===== config.mk =====
export PLATFORM = sky130hd
export DESIGN_NAME = dphy_lane_delay_cal
export DESIGN_NICKNAME = d
export VERILOG_FILES = /design/src/rtl/csi2_rx_pkg.sv /design/src/rtl/dphy_cal_window_scorer.sv /design/src/rtl/dphy_lane_delay_cal.sv
export SDC_FILE = /design/constraint.sdc
export NUM_CORES = 1
export LEC_CHECK = 0
export BUFFER_PORTS_ARGS = -buffer_cell sky130_fd_sc_hd__buf_2
export CAP_MARGIN = 20
export CORE_MARGIN = 2
export CORE_UTILIZATION = 60
export DETAILED_ROUTE_END_ITERATION = 6
export PLACE_DENSITY_LB_ADDON = 0.08
export SETUP_SLACK_MARGIN = 0.5
export SLEW_MARGIN = 0
export SYNTH_ARGS = -nofsm -noshare
export SYNTH_HDL_FRONTEND = slang
export SYNTH_SLANG_ARGS = --single-unit

===== constraint.sdc =====
create_clock -name px_clk_i -period 5.2 [get_ports px_clk_i]
set_input_delay 0.26 -clock px_clk_i [delete_from_list [all_inputs] [get_ports px_clk_i]]
set_output_delay 0.26 -clock px_clk_i [all_outputs]
set_load 0.01 [all_outputs]

===== src/rtl/csi2_rx_pkg.sv =====
// Shared CSI-2 receive definitions: D-PHY delay-line geometry and calibration state encodings.
package csi2_rx_pkg;

    localparam int DPHY_DELAY_TAPS = 32;
    localparam int DPHY_DELAY_W    = 5;

    typedef enum logic [2:0] {
        CAL_IDLE,
        CAL_LOAD,
        CAL_SETTLE,
        CAL_MEASURE,
        CAL_EVAL,
        CAL_APPLY,
        CAL_DONE
    } dphy_cal_state_t;

    typedef enum logic [1:0] {
        SCORE_IDLE,
        SCORE_SETTLE,
        SCORE_MEASURE
    } dphy_score_phase_t;

endpackage


===== src/rtl/dphy_cal_window_scorer.sv =====
// Per-tap scoring: waits out the settle time, then counts sync hits and latches any sync error
// over a fixed measurement window.
module dphy_cal_window_scorer
    import csi2_rx_pkg::*;
#(
    parameter int SETTLE_CYCLES = 16,
    parameter int WINDOW_CYCLES = 4096,
    parameter int MIN_SYNC      = 4,
    parameter int CNT_W         = 16
) (
    input  logic px_clk,
    input  logic rst,
    input  logic arm,
    input  logic sync_hit,
    input  logic sync_err,
    output logic settle_done,
    output logic window_done,
    output logic pass
);

    localparam logic [CNT_W-1:0] SETTLE_LAST = CNT_W'(SETTLE_CYCLES - 1);
    localparam logic [CNT_W-1:0] WINDOW_LAST = CNT_W'(WINDOW_CYCLES - 1);
    localparam logic [CNT_W-1:0] HIT_MIN     = CNT_W'(MIN_SYNC);
    localparam logic [CNT_W-1:0] HIT_SAT     = {CNT_W{1'b1}};

    dphy_score_phase_t phase;
    logic [CNT_W-1:0]  cnt;
    logic [CNT_W-1:0]  hit_cnt;
    logic              err_flag;

    assign settle_done = (phase == SCORE_SETTLE)  && (cnt == SETTLE_LAST);
    assign window_done = (phase == SCORE_MEASURE) && (cnt == WINDOW_LAST);
    assign pass        = (hit_cnt >= HIT_MIN) && !err_flag;

    // Pulses seen outside MEASURE never reach the hit counter or error flag.
    always_ff @(posedge px_clk or posedge rst) begin
        if (rst) begin
            phase    <= SCORE_IDLE;
            cnt      <= '0;
            hit_cnt  <= '0;
            err_flag <= 1'b0;
        end else if (arm) begin
            phase    <= SCORE_SETTLE;
            cnt      <= '0;
            hit_cnt  <= '0;
            err_flag <= 1'b0;
        end else begin
            case (phase)
                SCORE_SETTLE: begin
                    if (settle_done) begin
                        phase <= SCORE_MEASURE;
                        cnt   <= '0;
                    end else begin
                        cnt <= cnt + 1'b1;
                    end
                end
                SCORE_MEASURE: begin
                    if (sync_hit && (hit_cnt != HIT_SAT))
                        hit_cnt <= hit_cnt + 1'b1;
                    if (sync_err)
                        err_flag <= 1'b1;
                    if (window_done)
                        phase <= SCORE_IDLE;
                    else
                        cnt <= cnt + 1'b1;
                end
                default: ;
            endcase
        end
    end

endmodule


===== src/rtl/dphy_lane_delay_cal.sv =====
// D-PHY HS lane delay calibration: sweeps all IDELAY taps, keeps the longest passing run and loads
// its centre. Optional DPHY_CAL_EYE_MAP_EN adds a per-tap pass map output for debug readout.
module dphy_lane_delay_cal
    import csi2_rx_pkg::*;
#(
    parameter int SETTLE_CYCLES = 16,
    parameter int WINDOW_CYCLES = 4096,
    parameter int MIN_SYNC      = 4,
    parameter int CNT_W         = 16
) (
    input  logic                    px_clk_i,
    input  logic                    rst_i,
    input  logic                    cal_start_i,
    input  logic                    sync_hit_i,
    input  logic                    sync_err_i,
    output logic                    delay_act_o,
    output logic [DPHY_DELAY_W-1:0] lane_delay_o,
    output logic                    cal_busy_o,
    output logic                    cal_done_o,
    output logic                    cal_fail_o,
    output logic [DPHY_DELAY_W-1:0] cal_tap_o
`ifdef DPHY_CAL_EYE_MAP_EN
    ,
    output logic [DPHY_DELAY_TAPS-1:0] eye_map_o
`endif
);

    localparam int RUN_W = DPHY_DELAY_W + 1;
    localparam logic [DPHY_DELAY_W-1:0] LAST_TAP = DPHY_DELAY_W'(DPHY_DELAY_TAPS - 1);

    dphy_cal_state_t         state;
    logic [DPHY_DELAY_W-1:0] tap;
    logic [RUN_W-1:0]        run_len, best_len;
    logic [DPHY_DELAY_W-1:0] run_start, best_start;

    logic                    settle_done, window_done, pass;
    logic [RUN_W-1:0]        run_len_nxt, best_len_nxt;
    logic [DPHY_DELAY_W-1:0] run_start_nxt, best_start_nxt, centre_nxt;

    dphy_cal_window_scorer #(
        .SETTLE_CYCLES (SETTLE_CYCLES),
        .WINDOW_CYCLES (WINDOW_CYCLES),
        .MIN_SYNC      (MIN_SYNC),
        .CNT_W         (CNT_W)
    ) u_scorer (
        .px_clk      (px_clk_i),
        .rst         (rst_i),
        .arm         (state == CAL_LOAD),
        .sync_hit    (sync_hit_i),
        .sync_err    (sync_err_i),
        .settle_done (settle_done),
        .window_done (window_done),
        .pass        (pass)
    );

    // Run/best update for the current EVAL; the centre comes from the post-update best so the
    // final load strobe can be registered on the EVAL->APPLY edge.
    always_comb begin
        run_len_nxt    = pass ? run_len + 1'b1 : '0;
        run_start_nxt  = (pass && (run_len == '0)) ? tap : run_start;
        best_len_nxt   = best_len;
        best_start_nxt = best_start;
        if (run_len_nxt > best_len) begin
            best_len_nxt   = run_len_nxt;
            best_start_nxt = run_start_nxt;
        end
        centre_nxt = best_start_nxt + DPHY_DELAY_W'((best_len_nxt - 1'b1) >> 1);
    end

    always_ff @(posedge px_clk_i or posedge rst_i) begin
        if (rst_i) begin
            state        <= CAL_IDLE;
            tap          <= '0;
            run_len      <= '0;
            run_start    <= '0;
            best_len     <= '0;
            best_start   <= '0;
            delay_act_o  <= 1'b0;
            lane_delay_o <= '0;
            cal_busy_o   <= 1'b0;
            cal_done_o   <= 1'b0;
            cal_fail_o   <= 1'b0;
            cal_tap_o    <= '0;
`ifdef DPHY_CAL_EYE_MAP_EN
            eye_map_o    <= '0;
`endif
        end else begin
            delay_act_o <= 1'b0;
            case (state)
                CAL_IDLE, CAL_DONE: begin
                    if (cal_start_i) begin
                        state        <= CAL_LOAD;
                        tap          <= '0;
                        run_len      <= '0;
                        run_start    <= '0;
                        best_len     <= '0;
                        best_start   <= '0;
                        delay_act_o  <= 1'b1;
                        lane_delay_o <= '0;
                        cal_busy_o   <= 1'b1;
                        cal_done_o   <= 1'b0;
                        cal_fail_o   <= 1'b0;
                        cal_tap_o    <= '0;
`ifdef DPHY_CAL_EYE_MAP_EN
                        eye_map_o    <= '0;
`endif
                    end
                end
                CAL_LOAD:    state <= CAL_SETTLE;
                CAL_SETTLE:  if (settle_done) state <= CAL_MEASURE;
                CAL_MEASURE: if (window_done) state <= CAL_EVAL;
                CAL_EVAL: begin
                    run_len     <= run_len_nxt;
                    run_start   <= run_start_nxt;
                    best_len    <= best_len_nxt;
                    best_start  <= best_start_nxt;
                    delay_act_o <= 1'b1;
`ifdef DPHY_CAL_EYE_MAP_EN
                    eye_map_o[tap] <= pass;
`endif
                    if (tap == LAST_TAP) begin
                        state        <= CAL_APPLY;
                        lane_delay_o <= (best_len_nxt == '0) ? '0 : centre_nxt;
                    end else begin
                        state        <= CAL_LOAD;
                        tap          <= tap + 1'b1;
                        lane_delay_o <= tap + 1'b1;
                    end
                end
                CAL_APPLY: begin
                    state      <= CAL_DONE;
                    cal_busy_o <= 1'b0;
                    cal_done_o <= 1'b1;
                    cal_fail_o <= (best_len == '0);
                    cal_tap_o  <= lane_delay_o;
                end
                default: state <= CAL_IDLE;
            endcase
        end
    end

endmodule

==> flow_summary.json, run 1 <==
{
  "status": "finished clean",
  "hpwl_um": 7380,
  "synth_area_um2": 4660,
  "synth_most_common_cell": "dfrtp_1",
  "yosys.area.top_type_share_pct": 42.4,
  "seq_area_frac_synth_pct": 42.4,
  "tightest_slew_ns": 0.671,
  "yosys-top-cells-count": "79 x dfrtp_1, 72 x nor2_1, 37 x nand2_1, 33 x o21ai_0, 29 x nand3_1",
  "grt_setup_unrepaired": "no",
  "yosys_warnings": 0,
  "synth-edff-count": 0,
  "syn2layout_area_growth_pct": 12.5,
  "synth_seq_cells": 79,
  "hp-class": "input port to register",
  "slew_headroom_pct": 54.8,
  "drtIter0Drc": 202,
  "fp.dieH_um": 92.1,
  "num_rows": 32,
  "min_period_ns": 4.60,
  "gp_congestion": 0.925,
  "firstDrtPassIters": 5,
  "irDropWorstVdd_mv": 0.244,
  "ant_nets": 0,
  "wl_per_cell_um": 17.1,
  "period_share_pct": 88.4,
  "crit_path_end_kind": "register",
  "antenna_found_initial": 0,
  "routed_wirelength_um": 11000,
  "syn_inst": 510,
  "cts_tree": "done",
  "finalSetupTns_ns": 0,
  "grt_use_total_pct": 26.5,
  "die_w_um": 92.1,
  "drv_slew": 0,
  "avgSynthCellArea_um2": 9.13,
  "synth_ff_type": "dfrtp_1",
  "synth_cell_types": 54,
  "cts.sinks": 79,
  "num_vias": 3851,
  "clk_transition_reported_paths_ns": 0.09,
  "power_per_cell_area_nw_per_um2": 377,
  "synth_top_cell_by_area": "dfrtp_1",
  "hold_viol": 0,
  "synth_nets": 534,
  "synth_area_leaders": "dfrtp_1 42%, nor2_1 5.8%, ha_1 4.8%, xnor2_1 4.7%, xor2_1 4.1%",
  "initial_utilization_pct": 61.2,
  "critical_path_class": "register to register",
  "fin_nets": 560,
  "ys_async_sr_fraction_pct": 100,
  "drc": 0,
  "drive_above_1_share_pct": 13.3,
  "fmax_mhz": 217,
  "cts_buffers": 9,
  "core_area_um2": 7610,
  "gr-total-overflow": 0,
  "skew_ns": 0.00831,
  "root_buffer": "clkbuf_8",
  "dieArea_um2": 8480,
  "worst-path-max-fanout": 8,
  "arrival_ns": 4.86,
  "p_total_mw": 1.97,
  "cts_max_path_buffers": 2,
  "grt_pass1_wl_um": 18000,
  "avgViaCountPerCell": 5.99,
  "diodes": 0,
  "grt_pass1_vias": 3718,
  "numPortBuffers": 18,
  "leakage_nw": 2.39,
  "num_io_pins": 19,
  "h-tree-depth": 3,
  "setup_viol": 0,
  "worstPathRequired_ns": 5.46,
  "start_kind": "register",
  "clkLatencyLatePin_ns": 0.37,
  "maxCapViolCount": 0,
  "grt_max_degree": 80
}
[where the power goes]
group          switching (mW)  total, mW  internal (mW)
Combinational           0.348      0.607          0.260
Sequential              0.102      0.799          0.696
Clock                   0.246      0.567          0.321
[cells in the final DEF (no fill, tap or decap), types with 13 or more instances in the layout]
cell and count:
xnor2_1 25, buf_4 13, dfrtp_1 76, inv_1 22, buf_2 18, ha_1 17, xor2_1 22, nand3_1 28
nand2_1 37, o21ai_0 33, a21oi_1 24, nor2_1 72
[cell type report]
cell class	instances	area [um^2]
Clock buffer	9	124
Timing Repair Buffer	33	225
Sequential cell	79	1980
Inverter	23	87.6
Tap cell	102	128
Fill cell	610	2370
Clock inverter	7	120
Multi-Input combinational cell	390	2570
[per-stage QoR]
stage | hold WS [ns] | setup slack [ns] | utilization (%) | instances | instance area (um^2)
2_1_floorplan | 0.413 | 0.751 | - | 510 | 4660
3_3_place_gp | 0.476 | 0.444 | 63.4 | 618 | 4820
3_5_place_dp | 0.478 | 0.202 | 63.4 | 618 | 4820
4_1_cts | 0.146 | 0.567 | 66.8 | 635 | 5080
5_1_grt | 0.180 | 0.321 | 68.9 | 643 | 5240
6_report | 0.150 | 0.602 | 68.9 | 643 | 5240
[final timing paths]
check / start / slack [ns] / cells past startpoint / end
min in group asynchronous: rst_i / 0.48 / 4 / u_scorer.hit_cnt[10]
max in group asynchronous: rst_i / 4.14 / 5 / lane_delay_o[0]
setup reg to reg: u_scorer.hit_cnt[8] / 0.60 / 20 / lane_delay_o[4]
hold / removal: sync_err_i / 0.15 / 3 / u_scorer.err_flag
setup / recovery: u_scorer.hit_cnt[8] / 0.60 / 20 / lane_delay_o[4]
hold reg to reg: best_len[4] / 0.50 / 1 / best_len[4]
[critical path: stages (launching register included)]
cell,delay (ns)
dfrtp_1,0.46
nor4_4,0.41
a41oi_2,0.23
and2_1,0.22
ha_1,0.29
a21oi_1,0.20
o21bai_1,0.13
o21bai_1,0.25
a211oi_4,0.14
buf_4,0.19
nor2_1,0.12
a21oi_1,0.07
ha_1,0.25
fa_1,0.41
a21o_1,0.21
a21oi_2,0.19
xnor2_1,0.18
xnor2_1,0.10
a22oi_1,0.19
o31ai_1,0.08
a31o_1,0.19
[logic make-up after synthesis]
| group | Yosys count | synth area share [%] |
|---|---|---|
| adder cells (fa/ha/maj) | 19 | 5.26 |
| XOR/XNOR | 47 | 8.84 |
| buffers and inverters | 42 | 4.14 |
| multiplexers | 8 | 1.83 |
| flip-flops | 79 | 42.4 |
| AO/OA/AOI/OAI | 119 | 16.9 |
| AND/OR/NAND/NOR | 196 | 20.6 |
[flip-flops by register name, summed over array words and instances, names as in the netlist]
| name | flops |
|---|---|
| run_start | 5 |
| tap | 5 |
| delay_act_o | 1 |
| u_scorer.err_flag | 1 |
| lane_delay_o | 5 |
| cal_fail_o | 1 |
| u_scorer.phase | 2 |
| best_len | 6 |
| cal_done_o | 1 |
| u_scorer.hit_cnt | 16 |
| state | 3 |
| cal_tap_o | 5 |
| u_scorer.cnt | 16 |
| best_start | 5 |
| cal_busy_o | 1 |
| run_len | 6 |
[metal layers]
metal	global-route usage [%]	routed length, um
met4	10.7	236
met5	0	0
met2	43.0	5460
met1	35.5	4970
met3	4.44	350
[timing repair]
item	CTS	global route
setup buffers	1	5
pin swaps	1	8
endpoints found under the hold margin	0	23
cloned	0	1
setup endpoints to repair	1	1
hold buffers	0	1
resized for setup	2	14
No activity file was read; power rests on OpenSTA's default activity.
==> inputs of run 2 (changes only) <==
Settings changed: HOLD_SLACK_MARGIN from default to 0.08, RECOVER_POWER from default to 100, SLEW_MARGIN 0 to default.
==> run 2 against run 1 <==
Sequential power barely moved. Sequential share of layout area rose by 0.36 points. Final area fell by 0.96%. Critical path depth did not move. Power fell by 0.52%. Register-to-register slack got worse by 0.04 ns. Clock skew barely moved. Global-route usage did not move. Critical path type unchanged. Clock-buffer cell count did not move. Cell count did not move. First-iteration DRC count rose by 2.5%.
==> flow_summary.json, run 2 (synthesis gave the netlist of run 1 again) <==
{
  "status": "finished clean",
  "ant_nets": 0,
  "drv_slew": 0,
  "gp_congestion": 0.925,
  "cts.sinks": 79,
  "power_per_cell_area_nw_per_um2": 378,
  "core_area_um2": 7610,
  "fmax_mhz": 216,
  "drive_above_1_share_pct": 9.24,
  "tightest_slew_ns": 1.41,
  "finalSetupTns_ns": 0,
  "dp_cells": 618,
  "arrival_ns": 4.89,
  "drtIter0Drc": 207,
  "slowest_stage": "dfrtp_1",
  "irDropWorstVdd_mv": 0.243,
  "slew_headroom_pct": 5.81,
  "hold_viol": 0,
  "min_period_ns": 4.64,
  "grt_max_degree": 80,
  "gr-total-overflow": 0,
  "initial_utilization_pct": 61.2,
  "leakage_nw": 2.31,
  "fp.dieH_um": 92.1,
  "crit_chain": "nor4_4 -> a41oi_1 -> and2_0 -> ha_1 -> a21oi_1 -> o21bai_1 -> o21bai_1 -> a211oi_4 -> buf_4 -> nor2_1 -> a21oi_1 -> ha_1 -> fa_1 -> a21o_1 -> a21oi_2 -> xnor2_1 -> xnor2_1 -> a22oi_1 -> o31ai_1 -> a31o_1",
  "period_share_pct": 89.2,
  "cpPeakStageDelay_ns": 0.46,
  "antenna_found_initial": 0,
  "wl_per_cell_um": 17.1,
  "num_io_pins": 19,
  "final_cells": 643,
  "numPortBuffers": 18,
  "grt_setup_unrepaired": "no",
  "cts_tree": "done",
  "maxCapViolCount": 0,
  "num_rows": 32,
  "cts_buffers": 9,
  "top_regs": "u_scorer.cnt: 16 flops, u_scorer.hit_cnt: 16 flops",
  "start_kind": "register",
  "layout_commonest_cell": "dfrtp_1",
  "worst-path-max-fanout": 8,
  "h-tree-depth": 3,
  "num_vias": 3829,
  "routed_wirelength_um": 11000,
  "clkLatencyLatePin_ns": 0.36,
  "die_w_um": 92.1,
  "diodes": 0,
  "num-fill-cells": 627,
  "clk_transition_reported_paths_ns": 0.09,
  "hp-class": "input port to register",
  "hpwl_um": 7380,
  "setup_viol": 0,
  "worstPathRequired_ns": 5.45,
  "fin_nets": 560,
  "dieArea_um2": 8480,
  "syn2layout_area_growth_pct": 11.4,
  "placed_cell_area_um2": 4820,
  "grt_pass1_vias": 3718,
  "grt_use_total_pct": 26.5,
  "crit_path_end_kind": "register",
  "firstDrtPassIters": 6,
  "final_area_um2": 5190,
  "root_buffer": "clkbuf_8",
  "cts_max_path_buffers": 2,
  "grt_pass1_wl_um": 18000,
  "skew_ns": 0.00875,
  "critical_path_class": "register to register",
  "drc": 0,
  "final_cell_mix": "76 x dfrtp_1, 72 x nor2_1, 37 x nand2_1",
  "avgViaCountPerCell": 5.95
}
## run 2: cell count changes in the layout (fill, tap and decap cells not counted), sizes merged
cell      change
clkbuf       +19
clkinv        -1
clkinvlp      +1
buf          -19
## run 2: final timing paths
| kind | start | end | slack (ns) | cells after the start |
|---|---|---|---|---|
| worst max-delay path | u_scorer.hit_cnt[8] | lane_delay_o[4] | 0.56 | 20 |
| worst min-delay path | sync_err_i | u_scorer.err_flag | 0.16 | 3 |
| worst max register to register | u_scorer.hit_cnt[8] | lane_delay_o[4] | 0.56 | 20 |
| worst min register to register | best_len[4] | best_len[4] | 0.50 | 1 |
| max in group asynchronous | rst_i | run_len[1] | 3.36 | 4 |
| min in group asynchronous | rst_i | u_scorer.hit_cnt[11] | 0.92 | 4 |
## run 2: area by class of cell
type | instances | area [um^2] | share of cell area [%]
multi-input combinational | 390 | 2550 | 49.2
sequential | 79 | 1980 | 38.2
timing repair buffer | 33 | 195 | 3.76
tap | 102 | 128 | 2.46
clock buffer | 9 | 124 | 2.39
clock inverter | 7 | 120 | 2.31
inverter | 23 | 87.6 | 1.69
## run 2: what timing repair did
item                                   4_1_cts  5_1_grt
endpoints found under the hold margin        0       23
pin swaps                                    1        8
setup buffers                                1        5
hold buffers                                 0        1
gates resized for setup                      2       14
setup endpoints to repair                    1        1
cloned                                       0        1
## run 2: report_power, final
part / leakage (nW) / internal [mW] / total, mW / switching (mW)
registers: 1.04 / 0.697 / 0.798 / 0.101
clock network: 0.125 / 0.321 / 0.567 / 0.245
logic: 1.14 / 0.256 / 0.599 / 0.343
total: 2.31 / 1.27 / 1.96 / 0.689
## run 2: layer usage
| metal | global-route usage [%] | share of wire [%] | routed length (um) | vias to the layer above |
|---|---|---|---|---|
| li1 | - | - | - | 1850 |
| met1 | 35.5 | 45 | 4950 | 1890 |
| met2 | 43.0 | 49 | 5440 | 68 |
| met3 | 4.44 | 3.4 | 370 | 21 |
| met4 | 10.7 | 2.2 | 241 | 0 |
| met5 | 0 | 0 | 0 | - |
## run 2: stage by stage
stage / hold WS (ns) / power [mW] / utilization [%] / setup WS [ns]
after floorplan: 0.413 / 1.23 / - / 0.751
after global placement: 0.476 / 1.34 / 63.4 / 0.444
after detailed placement: 0.478 / 1.36 / 63.4 / 0.202
after CTS: 0.146 / 1.93 / 66.8 / 0.567
after global routing: 0.180 / 2.09 / 68.2 / 0.261
final: 0.157 / 1.96 / 68.2 / 0.562
## run 2: critical path, delay by kind of cell (launching register included)
family	cells	cell delay, ns
AND/OR/NAND/NOR	3	0.75
flip-flops	1	0.46
adder cells (fa/ha/maj)	3	0.95
AO/OA/AOI/OAI	11	1.92
XOR/XNOR	2	0.28
buffers and inverters	1	0.19
==> inputs of run 3 (changes only) <==
Settings changed: CORE_ASPECT_RATIO from default to 1.4, CORE_UTILIZATION 60 to 40, RECOVER_POWER 100 to 25.
==> run 3 against run 2 <==
The flow now finishes with violations (max-capacitance violations, max-slew violations). Final area is 2.4% higher. Register-to-register slack improved by 0.22 ns. Routed wire length up 0.68%. Flip-flop and latch count stayed put. Die area rose by 48%. Non-clock buffer count grew 3. Sequential power about the same. Clock power rose by 3.7%. Setup slack gained 0.22 ns. Fmax grew 5.1%. Clock-buffer cell count up 2. Clock skew shrank 0.0020 ns.
==> flow_summary.json, run 3 (synthesis gave the netlist of run 1 again) <==
{
  "syn2layout_area_growth_pct": 14.1,
  "seqPwrFrac_pct": 40.0,
  "period_share_pct": 84.9,
  "drc": 0,
  "firstDrtPassIters": 4,
  "irDropWorstVdd_mv": 0.175,
  "path_buf_inv": 0,
  "root_buffer": "clkbuf_16",
  "pwr-share-comb_pct": 30.6,
  "critical_path_class": "register to register",
  "wl_per_cell_um": 16.1,
  "crit_cells": 18,
  "clk_transition_reported_paths_ns": 0.06,
  "hp-class": "input port to register",
  "p_switching_uw": 698,
  "critPathTopFamily": "compound AO/OA/AOI/OAI gates",
  "multi_input_area_um2": 2560,
  "reg2reg_slack_ns": 0.79,
  "num_vias": 3750,
  "worst-path-max-fanout": 7,
  "layout_commonest_cell": "dfrtp_1",
  "num_io_pins": 19,
  "num_rows": 46,
  "status": "complete, but fails checks",
  "cts_tree": "done",
  "cts_buffers": 9,
  "fp.dieH_um": 132,
  "cts_max_path_buffers": 2,
  "final_cell_mix": "75 x dfrtp_1, 72 x nor2_1, 37 x nand2_1",
  "clkLatencyLatePin_ns": 0.34,
  "layout_setup_ws_ns": 0.787,
  "grt_max_degree": 80,
  "drv_slew": 29,
  "core_area_um2": 11300,
  "r2r_start": "u_scorer.hit_cnt[14]",
  "worst_hold_slack_ns": 0.175,
  "fmax_mhz": 227,
  "num-fill-cells": 1091,
  "power_per_cell_area_nw_per_um2": 376,
  "ff_latch_area_um2": 1980,
  "gp_congestion": 0.891,
  "reg2reg_to": "lane_delay_o[4]",
  "die_w_um": 95.2,
  "swShare_pct": 34.9,
  "final_util_pct": 46.9,
  "leakage_nw": 2.34,
  "finalSetupTns_ns": 0,
  "intPower_mw": 1.30,
  "gr-total-overflow": 0,
  "dp_cells": 662,
  "cts.sinks": 79,
  "grt_use_total_pct": 18.8,
  "maxCapViolCount": 1,
  "cpPeakStageDelay_ns": 0.45,
  "violations": "max-capacitance violations, max-slew violations",
  "hold_viol": 0,
  "skew_ns": 0.00676,
  "hpwl_um": 7750,
  "reg2reg_depth": 18,
  "drtIter0Drc": 188,
  "grt_pass1_vias": 3705,
  "h-tree-depth": 3,
  "pwr-share-clk_pct": 29.4,
  "grt_pass1_wl_um": 18400,
  "slowest_stage": "dfrtp_2",
  "pre_cts_ws_ns": 0.220,
  "diodes": 0,
  "avgViaCountPerCell": 5.46,
  "antenna_found_initial": 0,
  "numPortBuffers": 18,
  "holdCritStartpoint": "sync_err_i",
  "top_regs": "u_scorer.cnt: 16 flops, u_scorer.hit_cnt: 16 flops",
  "drive_above_1_share_pct": 10.7,
  "slew_headroom_pct": -11.9,
  "worstPathRequired_ns": 5.43,
  "routed_wirelength_um": 11100,
  "initial_utilization_pct": 41.1,
  "crit_path_end_kind": "register",
  "start_kind": "register",
  "setup_viol": 0,
  "arrival_ns": 4.64,
  "whs_path_depth": 3,
  "fin_nets": 562,
  "min_period_ns": 4.41,
  "dieArea_um2": 12500,
  "tightest_slew_ns": 1.68,
  "ant_nets": 0,
  "hold_end": "u_scorer.err_flag",
  "crit_chain": "nor4_4 -> a41o_2 -> nor2_1 -> ha_1 -> nand3_1 -> o21bai_1 -> o21bai_1 -> a211oi_4 -> a21oi_1 -> ha_1 -> fa_1 -> a21o_1 -> a21oi_4 -> xnor2_2 -> xnor2_1 -> a22oi_1 -> o31ai_1 -> a31o_1",
  "final_cells": 687,
  "grt_setup_unrepaired": "no"
}
-- run 3: cell types whose count changed in the layout (fill, tap and decap cells not counted), moves of 3 or more --
cell	delta
clkbuf_16	+9
o21ai_0	-3
clkbuf_8	-8
buf_4	+6
bufinv_16	-3
-- run 3: worst max path at each step --
stage,to,slack (ns),start
finish,lane_delay_o[4],0.79,u_scorer.hit_cnt[14]
floorplan,lane_delay_o[4],0.75,u_scorer.hit_cnt[12]
global route,lane_delay_o[4],0.50,u_scorer.hit_cnt[14]
global placement,lane_delay_o[4],0.36,u_scorer.hit_cnt[5]
detailed placement,lane_delay_o[4],0.22,u_scorer.hit_cnt[6]
CTS,lane_delay_o[4],0.56,u_scorer.hit_cnt[6]
-- run 3: area by class of cell --
| type | instances | area share (%) |
|---|---|---|
| multi-input cells | 389 | 48.2 |
| clock buffers | 11 | 4.57 |
| clock inverters | 5 | 0.636 |
| inverters | 23 | 1.65 |
| flip-flops and latches | 79 | 37.3 |
| repair buffers | 36 | 4.24 |
| well taps | 144 | 3.39 |
-- run 3: timing repair --
item | CTS | global route
endpoints found under the setup margin | 1 | 1
buffers inserted | 3 | 4
hold buffers | 0 | 1
resized for setup | 1 | 16
hold endpoints to repair | 0 | 28
pin swaps | 1 | 4
-- run 3: metal layers --
| layer | part of all wire, % | global-route usage, % |
|---|---|---|
| met1 | 44 | 24.1 |
| met3 | 2.3 | 3.50 |
| met4 | 3.0 | 8.37 |
| met2 | 51 | 30.4 |
| met5 | 0 | 0 |
-- run 3: through the flow --
step                      cell area (um^2)  power, mW
after floorplan                       4660       1.23
after global placement                4890       1.36
after detailed placement              4890       1.38
after CTS                             5190       1.99
after global routing                  5320       2.14
final                                 5320       2.00
-- run 3: power groups by stage --
stage                     clock (mW)  sequential [mW]  combinational (mW)
after global placement             0            0.802               0.560
after global routing           0.632            0.815               0.696
after detailed placement           0            0.804               0.573
final                          0.588            0.800               0.612
after floorplan                    0            0.773               0.461
after CTS                      0.607            0.794               0.585
-- run 3: worst min-delay path: cells and delay by family --
family                 cells  cell delay [ns]
and+or+nand+nor            1             0.08
buffers and inverters      1             0.07
AOI/OAI and AO/OA          1             0.05
